===== src/rtl/demux3_frame.sv =====
// demux3_frame: registered 1-to-3 demultiplexer with frame buffering.
// Auto mode gathers three words (U, V, W) into shadow registers and commits
// them to the outputs together; explicit mode routes each word by S.
//
// Handshake: a word on M is taken on a rising edge where Valid=1 and Ready=1.
// Ready depends only on the registered state (low only in ST_COMMIT), never
// on Valid, so a producer may hold Valid high and simply wait for Ready.
module demux3_frame #(
  parameter int WIDTH = 2
) (
  input  logic             Clock,
  input  logic             Reset,
  input  logic [WIDTH-1:0] M,
  input  logic             Valid,
  output logic             Ready,
  input  logic             Mode,
  input  logic [1:0]       S,
  input  logic             Clear,
  output logic [WIDTH-1:0] U,
  output logic [WIDTH-1:0] V,
  output logic [WIDTH-1:0] W,
  output logic [2:0]       Strobe,
  output logic [1:0]       Chan,
  output logic             Err
);

  typedef enum logic [1:0] {
    ST_U      = 2'd0,
    ST_V      = 2'd1,
    ST_W      = 2'd2,
    ST_COMMIT = 2'd3
  } state_t;

  state_t           state_q, state_d;
  logic [WIDTH-1:0] sh_u_q, sh_u_d;
  logic [WIDTH-1:0] sh_v_q, sh_v_d;
  logic [WIDTH-1:0] sh_w_q, sh_w_d;
  logic [WIDTH-1:0] u_q, u_d;
  logic [WIDTH-1:0] v_q, v_d;
  logic [WIDTH-1:0] w_q, w_d;
  logic [2:0]       strobe_q, strobe_d;
  logic             err_q, err_d;
  logic             accept;

  assign Ready  = (state_q != ST_COMMIT);
  assign accept = Valid & Ready;
  assign Chan   = state_q;
  assign U      = u_q;
  assign V      = v_q;
  assign W      = w_q;
  assign Strobe = strobe_q;
  assign Err    = err_q;

  // Next-state, shadow, output and flag logic; Clear overrides everything
  // except the visible outputs, which hold their last committed values.
  always_comb begin
    state_d  = state_q;
    sh_u_d   = sh_u_q;
    sh_v_d   = sh_v_q;
    sh_w_d   = sh_w_q;
    u_d      = u_q;
    v_d      = v_q;
    w_d      = w_q;
    strobe_d = 3'b000;
    err_d    = err_q;
    if (Clear) begin
      state_d = ST_U;
      sh_u_d  = '0;
      sh_v_d  = '0;
      sh_w_d  = '0;
      err_d   = 1'b0;
    end else begin
      unique case (state_q)
        ST_U: begin
          if (accept) begin
            if (!Mode) begin
              sh_u_d  = M;
              state_d = ST_V;
            end else begin
              // Explicit routing: the FSM stays in ST_U for every word.
              unique case (S)
                2'd0: begin u_d = M; strobe_d = 3'b001; end
                2'd1: begin v_d = M; strobe_d = 3'b010; end
                2'd2: begin w_d = M; strobe_d = 3'b100; end
                default: err_d = 1'b1;
              endcase
            end
          end
        end
        ST_V: begin
          // Mode is ignored mid-frame; the frame always completes in auto mode.
          if (accept) begin
            sh_v_d  = M;
            state_d = ST_W;
          end
        end
        ST_W: begin
          if (accept) begin
            sh_w_d  = M;
            state_d = ST_COMMIT;
          end
        end
        ST_COMMIT: begin
          u_d      = sh_u_q;
          v_d      = sh_v_q;
          w_d      = sh_w_q;
          strobe_d = 3'b111;
          state_d  = ST_U;
        end
        default: state_d = ST_U;
      endcase
    end
  end

  // State and data registers with asynchronous reset to the idle, cleared state.
  always_ff @(posedge Clock or posedge Reset) begin
    if (Reset) begin
      state_q  <= ST_U;
      sh_u_q   <= '0;
      sh_v_q   <= '0;
      sh_w_q   <= '0;
      u_q      <= '0;
      v_q      <= '0;
      w_q      <= '0;
      strobe_q <= 3'b000;
      err_q    <= 1'b0;
    end else begin
      state_q  <= state_d;
      sh_u_q   <= sh_u_d;
      sh_v_q   <= sh_v_d;
      sh_w_q   <= sh_w_d;
      u_q      <= u_d;
      v_q      <= v_d;
      w_q      <= w_d;
      strobe_q <= strobe_d;
      err_q    <= err_d;
    end
  end

endmodule


===== config.mk =====
export PLATFORM = sky130hd
export DESIGN_NAME = demux3_frame
export DESIGN_NICKNAME = d
export VERILOG_FILES = /design/src/rtl/demux3_frame.sv
export SDC_FILE = /design/constraint.sdc
export NUM_CORES = 1
export LEC_CHECK = 0
export ABC_AREA = 1
export BUFFER_PORTS_ARGS = -buffer_cell sky130_fd_sc_hd__buf_4
export CAP_MARGIN = 20
export CORE_ASPECT_RATIO = 0.7
export CORE_MARGIN = 1
export CORE_UTILIZATION = 40
export CTS_CLUSTER_SIZE = 14
export DETAILED_ROUTE_END_ITERATION = 12
export PLACE_DENSITY_LB_ADDON = 0.15
export SYNTH_ARGS = -nofsm -noshare
export SYNTH_HDL_FRONTEND = slang
export SYNTH_SLANG_ARGS = --single-unit

===== constraint.sdc =====
create_clock -name Clock -period 1.94 [get_ports Clock]
set_clock_uncertainty 0.15 [all_clocks]
set_input_delay 0.388 -clock Clock [delete_from_list [all_inputs] [get_ports Clock]]
set_output_delay 0.388 -clock Clock [all_outputs]
set_load 0.02 [all_outputs]

After elaboration in Yosys (flattened, before gate mapping). Cells that the tools add are included.

Muxes and demuxes: 37. Shift operators: 0. Order comparisons: 0. Bitwise gates (word level): 2. Add/sub/neg operators: 0. Multipliers: 0. Equal/unequal tests: 17. Div/mod/pow operators: 0. Reduce and logical (&&, ||, !) cells: 17.

Operator list (number): 2-to-1 mux 2 bit (23); AND reduction 5 bit (3); != test 3 bit, second input constant (4); one-hot mux 2 bit (2 select lines) (3); nonzero test 2 bit (6); != test 2 x 1 -> 1 bit, second input constant (5); 2-to-1 mux 3 bit (3); one-hot mux 3 bit (3 select lines) (1); one-hot mux 2 bit (4 select lines) (1); AND reduction 4 bit (2); == test 2 bit, second input constant (3); != test 2 bit, second input constant (3); one-hot mux 3 bit (2 select lines) (1); 2-to-1 mux 1 bit (5); == test 2 x 1 -> 1 bit, second input constant (2); zero test 2 bit (2); AND reduction 2 bit (2); AND reduction 3 bit (1); OR reduction 3 bit (1); bitwise AND 1 bit (1); inverter 1 bit (1).

Bits of input ports: 9. Memories kept: 0. RAM bits: 0. Logic and storage cells: 82. Latch bits: 0. Output and inout port bits: 13. ROM bits: 0. Flip-flop bits (word level): 18.

Logic depth before layout (Yosys ltp). Gate-level depths: netlist (run 1).

Depth after elaboration: 7. Mapped depth: 9. Mapped depth without buffers: 8.

Worst setup path after synthesis (run 1). No wires, ideal clock.

Kind: flip-flop to flip-flop. From: register state_q[0] (netlist: Chan[0]). To: register u_q[0] (netlist: U[0]). Clock period less this slack: 1612 ps. Path buffers: 1. Path slack: 328 ps. Arrival time: 1345 ps. Required time: 1673 ps. Setup time: 117 ps. Cell stages (with the launch flop): 8. Cells stage by stage: dfrtp_1 > inv_1 > ha_1 > buf_4 > o21ai_0 > nand3_2 > nand2_1 > nand2_1.

Longest elaborated chain between the ends: 4. Elaborated cells on any way between the ends: 10. Classes of those cells: eq/ne: 5; mux: 1; bitwise: 1; reduce/logical: 3.

Ends and longest elaborated chain: start: declaration (RTL line 34) `state_t state_q, state_d;`; start signal: assignment (RTL line 128) `state_q <= state_d;`; != test 2 bit (RTL line 45) `assign Ready = (state_q != ST_COMMIT);`; bitwise AND 1 bit (RTL line 46) `assign accept = Valid & Ready;`; != test 2 bit (no line); AND reduction 5 bit (no line); end signal: assignment (RTL line 132) `u_q <= u_d;`; end: declaration (RTL line 38) `logic [WIDTH-1:0] u_q, u_d;`.

Parallel ways exist; a longest one is shown, timed or not. A chain may end at the register's enable or synchronous reset.

Final worst setup path (run 1).
From: register state_q[1] (netlist: Chan[1]). To: output port Ready.

Longest elaborated chain between the ends: 1.

Ends and longest elaborated chain: != test 2 bit (RTL line 45); end: declaration (RTL line 15) `output logic Ready,`.

Every way passes these cells.

==> summary.md, run 1 <==
| Metric | Value |
|---|---|
| Status | `complete, but fails checks` |
| Failing checks | `hold timing` |
| Slowest CP cell | `dfrtp_1` |
| Syn_area_per_cell | `between 7 and 8 um^2` |
| Flops & latches, synth | `18` |
| I/O pin total | `22` |
| DRC errors left | `0` |
| Final RePlAce weighted congestion | `roughly 0.78` |
| Netlist Area Pre-Place | `around 0.0011 mm^2` |
| Commonest non-fill, non-tap cell in the layout | `nand2_1` |
| Drt pass-1 iters | `4` |
| Overall Global Routing Usage | `0.1669` |
| Num CTS Buffers | `3` |
| Largest net degree at the start of global routing | `19` |
| Antenna violation net count after detailed routing | `0` |
| Height of the die | `roughly 46 um` |
| Clock tree buffer depth | `2` |
| Max Cap Viol | `0` |
| Initial core utilization | `0.4313` |
| Worst-Margin Slew | `about 0.36 ns` |
| Initial antenna violation count | `0` |
| Max FO, Critical Path | `9` |
| Max Slew Vio Count | `0` |
| Worst Setup Start Kind | `flip-flop` |
| Fmax | `0.5440 GHz` |
| Overall Power | `0.001839 W` |
| Sequential area share after synthesis | `0.4152` |
| Non-filler cells, final | `around 200` |
| Core area | `0.002515 mm^2` |
| Final hold vios | `9` |
| Die ar. | `0.002928 mm^2` |
| Final TNS setup | `0 ns` |
| Hold Crit Class | `in -> async` |
| Final setup viols | `0` |
| Final #Nets | `approximately 180` |
| Clock slew at reported path FFs | `0.07 ns` |
| Vias | `a little over 900` |
| Number of global-route vias before repair | `roughly 800` |
| H-tree levels | `1` |
| Site Rows | `15` |
| HPWL after detailed placement | `around 1700 um` |
| Final hold slack | `-0.003208 ns` |
| Top area cells in the synthesized netlist | `dfrtp_1, nand2_1, ha_1, inv_1, nor2_1` |
| DR WL/cell | `between 10 and 15 um` |
| LEAKAGE | `between 0.7 and 0.8 nW` |
| Part of the cycle the worst path needs | `0.9476` |
| Final Critical Period | `around 1.8 ns` |
| Crit. Startpoint | `Chan[1]$_DFFE_PP0P_` |
| # clock sinks | `18` |
| R2r startpoint | `Chan[1]$_DFFE_PP0P_` |
| Share of the synthesized area in the top cell type | `0.4152` |
| Syn. warnings | `0` |
| Buffers on Ports | `21` |
| Cell count after synthesis | `141` |
| Overflow after GRT | `0` |
| First-pass GRT wire length | `between 3000 and 4000 um` |
| Slew headroom | `0.7601` |
| Via density | `about 4.6` |
| Clock latency on the worst-skew pair | `between 0.2 and 0.3 ns` |
| Worst EP required | `roughly 1.4 ns` |
| Net count after synthesis | `156` |
| Post-Route WL | `2137 um` |
| Syn-to-layout area delta | `24.11%` |
| VDD IR max | `approximately 660 uV` |
| # hold bufs at CTS | `0` |
| Crit path arrival time | `1.30 ns` |
| Yosys top cell by area | `dfrtp_1` |
| Die Wd | `around 64 um` |
| Post-synthesis cell type count | `19` |
| DR iter-0 viols | `36` |
| Crit-path max cell delay | `about 0.46 ns` |
| Setup crit end kind | `output pin` |
| Critical path, cell by cell | `ha_2 -> inv_4 -> buf_4` |
| Post-Place Cells | `197` |
| N_diodes | `0` |
| PD cells | `1366 mW/mm^2` |
| CTS tree | `done` |
| Root Buffer | `clkbuf_8` |
| Commonest cells after routing, fill and taps aside | `nand2_1, buf_4, dfrtp_1, inv_1, nor2_1` |
| Setup Buffers After CTS | `0` |
| Critical path class | `reg -> out` |
| RSZ-0062 raised after global routing | `false` |
| Share of post-route cells with drive strength above 1 | `0.2695` |
final timing paths:
check	endpoint	slack (ns)	depth (start not counted)
min reg2reg	W[1]$_DFFE_PP0P_	0.32	2
min	U[0]$_DFFE_PP0P_	-0.003	3
max reg2reg	U[0]$_DFFE_PP0P_	0.29	8
min in group Clock	Err$_DFFE_PP0P_	0.21	2
max in group asynchronous	Chan[0]$_DFFE_PP0P_	1.44	3
max	Ready	0.10	3
cell families (layout without fill, tap and decap cells):
logic type / count (synthesis) / in the layout / synth area share
adder cells (fa/ha/maj): 6 / 6 / 0.06920
AO/OA/AOI/OAI: 10 / 10 / 0.05305
flip-flops: 18 / 18 / 0.4152
AND/OR/NAND/NOR: 86 / 86 / 0.3749
buffers and inverters: 21 / 47 / 0.08766
registers in the layout, indices dropped and copies added, names as in the netlist:
name	count
Chan	2
Err	1
Strobe	3
U	2
V	2
W	2
sh_u_q	2
sh_v_q	2
sh_w_q	2
cell type report:
| class | count | area [um^2] |
|---|---|---|
| flip-flops and latches | 18 | 450.4 |
| fillers | 257 | 1169 |
| clock buffers | 4 | 55.05 |
| inverters | 19 | 76.32 |
| well taps | 34 | 42.54 |
| multi-input cells | 102 | 541.8 |
| repair buffers | 24 | 180.2 |
worst max-delay path, delay by kind of cell, from the launching register on:
kind	cells	cell delay (ns)
flip-flops	1	0.46
buffers and inverters	2	0.24
adder cells (fa/ha/maj)	1	0.35
where the power goes:
group          total, W  internal, W  switching [W]
combinational  0.000962     0.000363       0.000599
clock          0.000307     0.000180       0.000126
sequential     0.000571     0.000488      0.0000824
per-layer routing:
layer | part of all wire | track usage | wire length (um)
met4 | 0.013 | 0.06667 | 27
met3 | 0.062 | 0.05500 | 132
met2 | 0.42 | 0.2526 | 890
met1 | 0.51 | 0.2231 | 1085
met5 | 0 | 0 | 0
repair_timing:
action / in CTS / in global routing
setup endpoints to repair: 1 / 0
endpoints found under the hold margin: 0 / 0
gates resized for setup: 1 / 0
synth_stat cells:
library cell	number
nand3_1	4
nand4_1	8
buf_6	1
inv_1	17
nor2_1	14
nor2_4	1
o21ai_2	2
nand2_4	1
o21ai_1	2
nand3_2	5
a21oi_1	1
buf_4	1
ha_1	6
nor2_2	1
o21ai_0	5
nand2_1	48
nand2_2	4
dfrtp_1	18
inv_4	2
through the flow:
stage / utilization / setup slack (ns) / area, um^2
2_1_floorplan: - / 0.3279 / 1085
3_5_place_dp: 0.5124 / 0.2654 / 1289
4_1_cts: 0.5353 / 0.1006 / 1346
6_report: 0.5353 / 0.1018 / 1346
5_1_grt: 0.5353 / 0.03210 / 1346
3_3_place_gp: 0.5124 / 0.2999 / 1289
Note: power is estimated with default switching activity, not from simulation.
==> run 2: changes to the inputs <==
- HOLD_SLACK_MARGIN: not set -> 0.03
- PLACE_DENSITY: not set -> 0.63
- PLACE_DENSITY_LB_ADDON: 0.15 -> not set
==> summary.md, run 2 (synthesis results as in run 1) <==
| Metric | Value |
|---|---|
| Overflow after GRT | `0 (unchanged)` |
| VDD IR max | `545.3 uV (-17%)` |
| Commonest cells after routing, fill and taps aside | `nand2_1, buf_4, dfrtp_1, inv_1, nor2_1` |
| Crit path arrival time | `1.30 ns (about the same)` |
| Final hold vios | `0 (-9)` |
| Largest net degree at the start of global routing | `19 (unchanged)` |
| Initial core utilization | `0.4313 (unchanged)` |
| Antenna violation net count after detailed routing | `0 (unchanged)` |
| Core area | `0.002515 mm^2 (unchanged)` |
| PD cells | `1383 mW/mm^2 (+1.2%)` |
| Critical path class | `reg -> out` |
| Die ar. | `0.002928 mm^2 (unchanged)` |
| Number of flip-flops in the largest register | `3 (unchanged)` |
| Final TNS setup | `0 ns (unchanged)` |
| Via density | `4.780 (+3.1%)` |
| Overall Global Routing Usage | `0.1725 (+0.005545)` |
| Hold Crit Class | `in -> async` |
| Syn-to-layout area delta | `23.41%` |
| DR iter-0 viols | `40 (+11%)` |
| Final Critical Period | `1.841 ns (+0.002807 ns)` |
| Slowest CP cell | `dfrtp_1` |
| Commonest non-fill, non-tap cell in the layout | `nand2_1` |
| Worst-Margin Slew | `0.7131 ns (+0.3570 ns)` |
| RSZ-0062 raised after global routing | `false` |
| First-pass GRT wire length | `3594 um (+1.8%)` |
| Clock latency on the worst-skew pair | `0.26 ns (about the same)` |
| Crit-path max cell delay | `0.45 ns (about the same)` |
| WL met3 | `129 um (-2.3%)` |
| N_diodes | `0 (unchanged)` |
| DRC errors left | `0 (unchanged)` |
| Clock slew at reported path FFs | `0.07 ns (about the same)` |
| LEAKAGE | `0.7207 nW (-0.66%)` |
| # hold bufs at CTS | `0 (unchanged)` |
| Num CTS Buffers | `3 (unchanged)` |
| Critical path, cell by cell | `ha_2 -> inv_4 -> buf_4` |
| Clock tree buffer depth | `2 (unchanged)` |
| Final #Nets | `182 (-0.55%)` |
| Max FO, Critical Path | `9 (unchanged)` |
| Drt pass-1 iters | `5 (+1)` |
| Die Wd | `64.25 um (unchanged)` |
| Non-filler cells, final | `200 (-0.50%)` |
| CTS tree | `done` |
| DR WL/cell | `11.14 um (+4.7%)` |
| HPWL after detailed placement | `1682 um (about the same)` |
| Height of the die | `45.57 um (unchanged)` |
| Site Rows | `15 (unchanged)` |
| I/O pin total | `22 (unchanged)` |
| Final RePlAce weighted congestion | `0.7971 (+1.7%)` |
| Post-Place Cells | `196 (-0.51%)` |
| Highest metal used | `met4` |
| Max Slew Vio Count | `0 (unchanged)` |
| Worst EP required | `1.40 ns (about the same)` |
| Root Buffer | `clkbuf_8` |
| Worst Setup Start Kind | `flip-flop` |
| # clock sinks | `18 (unchanged)` |
| Setup Buffers After CTS | `0 (unchanged)` |
| Initial antenna violation count | `0 (unchanged)` |
| Part of the cycle the worst path needs | `0.9490 (+0.001447)` |
| Slew headroom | `0.5241 (-0.2360)` |
| Status | `complete, no violations` |
| H-tree levels | `1 (unchanged)` |
| Buffers on Ports | `21 (unchanged)` |
| Setup crit end kind | `output pin` |
| Max Cap Viol | `0 (unchanged)` |
| Metal-1 WL | `1075 um (-0.92%)` |
| Number of global-route vias before repair | `794 (unchanged)` |
| Fmax | `0.5432 GHz (-0.15%)` |
| Finished Core Util | `0.5323 (-0.002985)` |
| Final setup viols | `0 (unchanged)` |
| Metal2 WL | `997 um (+12%)` |
| Share of post-route cells with drive strength above 1 | `0.2651 (-0.004401)` |
| Vias | `956 (+2.6%)` |
| Post-Route WL | `2227 um (+4.2%)` |
[run 2: cell types whose count changed in the layout (fill, tap and decap cells not counted)]
| cell | previous run | this run |
|---|---|---|
| buf_4 | 24 | 23 |
[run 2: critical path, delay by kind of cell, from the launching register on]
kind / cells / cell delay [ns]
DFF: 1 / 0.45
adders and majority gates: 1 / 0.35
buffers and inverters: 2 / 0.24
[run 2: layout make-up]
type | count | area [um^2]
clock buffers | 4 | 55.05
fillers | 249 | 1176
inverters | 19 | 76.32
multi-input cells | 102 | 541.8
flip-flops and latches | 18 | 450.4
well taps | 34 | 42.54
repair buffers | 23 | 172.7
[run 2: worst paths after layout]
check / start / slack (ns) / to / depth (start not counted)
worst max-delay path: Chan[1]$_DFFE_PP0P_ / 0.1 / Ready / 3
worst min-delay path: Reset / 0.09 / Strobe[1]$_DFF_PP0_ / 2
worst max register to register: Chan[0]$_DFFE_PP0P_ / 0.28 / W[1]$_DFFE_PP0P_ / 8
worst min register to register: V[0]$_DFFE_PP0P_ / 0.32 / V[0]$_DFFE_PP0P_ / 2
max in group asynchronous: Reset / 1.09 / sh_v_q[0]$_DFFE_PP0P_ / 2
min in group Clock: Clear / 0.20 / Err$_DFFE_PP0P_ / 2
[run 2: metal layers]
metal,up-vias,GRT usage
met2,23,0.2737
met3,4,0.06000
met1,436,0.2241
met5,-,0
li1,493,-
met4,0,0.05333
[run 2: timing repair]
item,4_1_cts,5_1_grt
setup endpoints to repair,1,0
resized for setup,1,0
hold endpoints to repair,0,0
[run 2: metrics by stage]
step / area, um^2 / total power, W / setup WS, ns / hold WS, ns
5_1_grt: 1339 / 0.002012 / 0.01544 / 0.1449
6_report: 1339 / 0.001852 / 0.09894 / 0.09478
3_3_place_gp: 1281 / 0.001528 / 0.3181 / 0.3080
2_1_floorplan: 1085 / 0.001241 / 0.3279 / 0.1766
4_1_cts: 1339 / 0.001865 / 0.08357 / 0.1223
3_5_place_dp: 1281 / 0.001545 / 0.2554 / 0.3109
[run 2: power by group]
part           leakage (nW)  switching, W  total [W]  internal, W
clock                0.0288      0.000131   0.000312     0.000181
sequential            0.234     0.0000811   0.000569     0.000488
combinational         0.458      0.000609   0.000970     0.000362
total                 0.721      0.000821    0.00185      0.00103
==> run 3: changes to the inputs <==
- RECOVER_POWER: not set -> 50
==> summary.md, run 3 (synthesis results as in run 1) <==
| Metric | Value |
|---|---|
| Initial antenna violation count | `0 (unchanged)` |
| Core area | `0.002515 mm^2 (unchanged)` |
| N_diodes | `0 (unchanged)` |
| LEAKAGE | `0.6963 nW (-3.4%)` |
| Worst Setup Start Kind | `flip-flop` |
| Max FO, Critical Path | `9 (unchanged)` |
| Worst EP required | `1.40 ns (about the same)` |
| Placed Area | `0.001281 mm^2 (unchanged)` |
| Final hold vios | `0 (unchanged)` |
| Clock latency on the worst-skew pair | `0.26 ns (about the same)` |
| Site Rows | `15 (unchanged)` |
| Drt pass-1 iters | `4 (-1)` |
| # clock sinks | `18 (unchanged)` |
| Clock slew at reported path FFs | `0.07 ns (about the same)` |
| Antenna violation net count after detailed routing | `0 (unchanged)` |
| Buffers on Ports | `21 (unchanged)` |
| H-tree levels | `1 (unchanged)` |
| Largest net degree at the start of global routing | `19 (unchanged)` |
| Final RePlAce weighted congestion | `0.7971 (unchanged)` |
| Fmax | `0.5424 GHz (-0.14%)` |
| Overflow after GRT | `0 (unchanged)` |
| Height of the die | `45.57 um (unchanged)` |
| Initial core utilization | `0.4313 (unchanged)` |
| HPWL after detailed placement | `1682 um (unchanged)` |
| PD cells | `1385 mW/mm^2 (+0.13%)` |
| Setup Slack @ Placement | `0.2554 ns (unchanged)` |
| Setup crit end kind | `output pin` |
| Syn-to-layout area delta | `21.34%` |
| Final TNS setup | `0 ns (unchanged)` |
| DR WL/cell | `11.25 um (+0.99%)` |
| Die ar. | `0.002928 mm^2 (unchanged)` |
| Status | `complete, no violations` |
| Vias | `961 (+0.52%)` |
| Max Slew Vio Count | `0 (unchanged)` |
| Clock tree buffer depth | `2 (unchanged)` |
| Via density | `4.805 (+0.52%)` |
| First-pass GRT wire length | `3594 um (unchanged)` |
| Number of global-route vias before repair | `794 (unchanged)` |
| Final hold slack | `0.09518 ns (+0.0003977 ns)` |
| Part of the cycle the worst path needs | `0.9503 (+0.001302)` |
| Setup Buffers After CTS | `0 (unchanged)` |
| Final instance area | `0.001316 mm^2 (-1.7%)` |
| Commonest cells after routing, fill and taps aside | `nand2_1, dfrtp_1, inv_1, buf_4, nor2_1` |
| Num CTS Buffers | `3 (unchanged)` |
| Commonest non-fill, non-tap cell in the layout | `nand2_1` |
| Post-Place Cells | `196 (unchanged)` |
| Critical path class | `reg -> out` |
| Post-Route WL | `2249 um (+0.99%)` |
| Share of post-route cells with drive strength above 1 | `0.2289 (-0.03614)` |
| Overall Global Routing Usage | `0.1725 (unchanged)` |
| Final #Nets | `182 (unchanged)` |
| CTS tree | `done` |
| Die Wd | `64.25 um (unchanged)` |
| Final worst slack | `0.09642 ns (-0.002526 ns)` |
| I/O pin total | `22 (unchanged)` |
| Final setup viols | `0 (unchanged)` |
| VDD IR max | `546.4 uV (+0.21%)` |
| RSZ-0062 raised after global routing | `false` |
| Root Buffer | `clkbuf_8` |
| Hold Crit Class | `in -> async` |
| Crit path arrival time | `1.31 ns (about the same)` |
| Max Cap Viol | `0 (unchanged)` |
| DRC errors left | `0 (unchanged)` |
| Slew headroom | `0.5260 (+0.001895)` |
| # fillers | `254 (+2.0%)` |
| Number of flip-flops in the largest register | `3 (unchanged)` |
| Final Critical Period | `1.844 ns (+0.002526 ns)` |
| Worst-Margin Slew | `0.7102 ns (-0.002840 ns)` |
| Non-filler cells, final | `200 (unchanged)` |
| DR iter-0 viols | `40 (unchanged)` |
==> run 3: layout make-up <==
| type | count | area [um^2] | share of cell area |
|---|---|---|---|
| multi-input combinational | 102 | 541.8 | 0.4116 |
| sequential | 18 | 450.4 | 0.3422 |
| tap | 34 | 42.54 | 0.03232 |
| inverter | 19 | 76.32 | 0.05798 |
| timing repair buffer | 23 | 150.1 | 0.1141 |
| clock buffer | 4 | 55.05 | 0.04183 |
==> run 3: per-layer routing <==
layer  GRT usage  wire length (um)
met5           0                 0
met4     0.05333                25
met3     0.06000               127
met2      0.2737               995
met1      0.2241              1102
==> run 3: worst max-delay path, stage by stage (launching register included) <==
cell and delay [ns]:
dfrtp_1 0.45, ha_2 0.35, inv_4 0.08, buf_4 0.16
==> run 3: power breakdown <==
part           leakage [nW]  internal [W]  switching (W)  total, W
combinational         0.434      0.000332       0.000611  0.000942
clock                0.0288      0.000181       0.000131  0.000312
sequential            0.234      0.000488      0.0000807  0.000569
==> run 3: final timing paths <==
kind	slack, ns	depth (start not counted)	endpoint	from
hold reg to reg	0.32	2	V[0]$_DFFE_PP0P_	V[0]$_DFFE_PP0P_
hold / removal	0.1	2	Strobe[1]$_DFF_PP0_	Reset
max in group asynchronous	1.10	2	sh_v_q[0]$_DFFE_PP0P_	Reset
setup reg to reg	0.27	8	W[1]$_DFFE_PP0P_	Chan[1]$_DFFE_PP0P_
setup / recovery	0.1	3	Ready	Chan[1]$_DFFE_PP0P_
min in group Clock	0.20	2	Err$_DFFE_PP0P_	Clear
==> run 3: through the flow <==
stage | util | power (W)
4_1_cts | 0.5323 | 0.001865
3_5_place_dp | 0.5095 | 0.001545
2_1_floorplan | - | 0.001241
6_report | 0.5234 | 0.001823
3_3_place_gp | 0.5095 | 0.001528
5_1_grt | 0.5234 | 0.001981
==> run 3: timing repair <==
item                       CTS  global route
gates resized for setup      1             0
hold buffers                 0             0
setup endpoints to repair    1             0
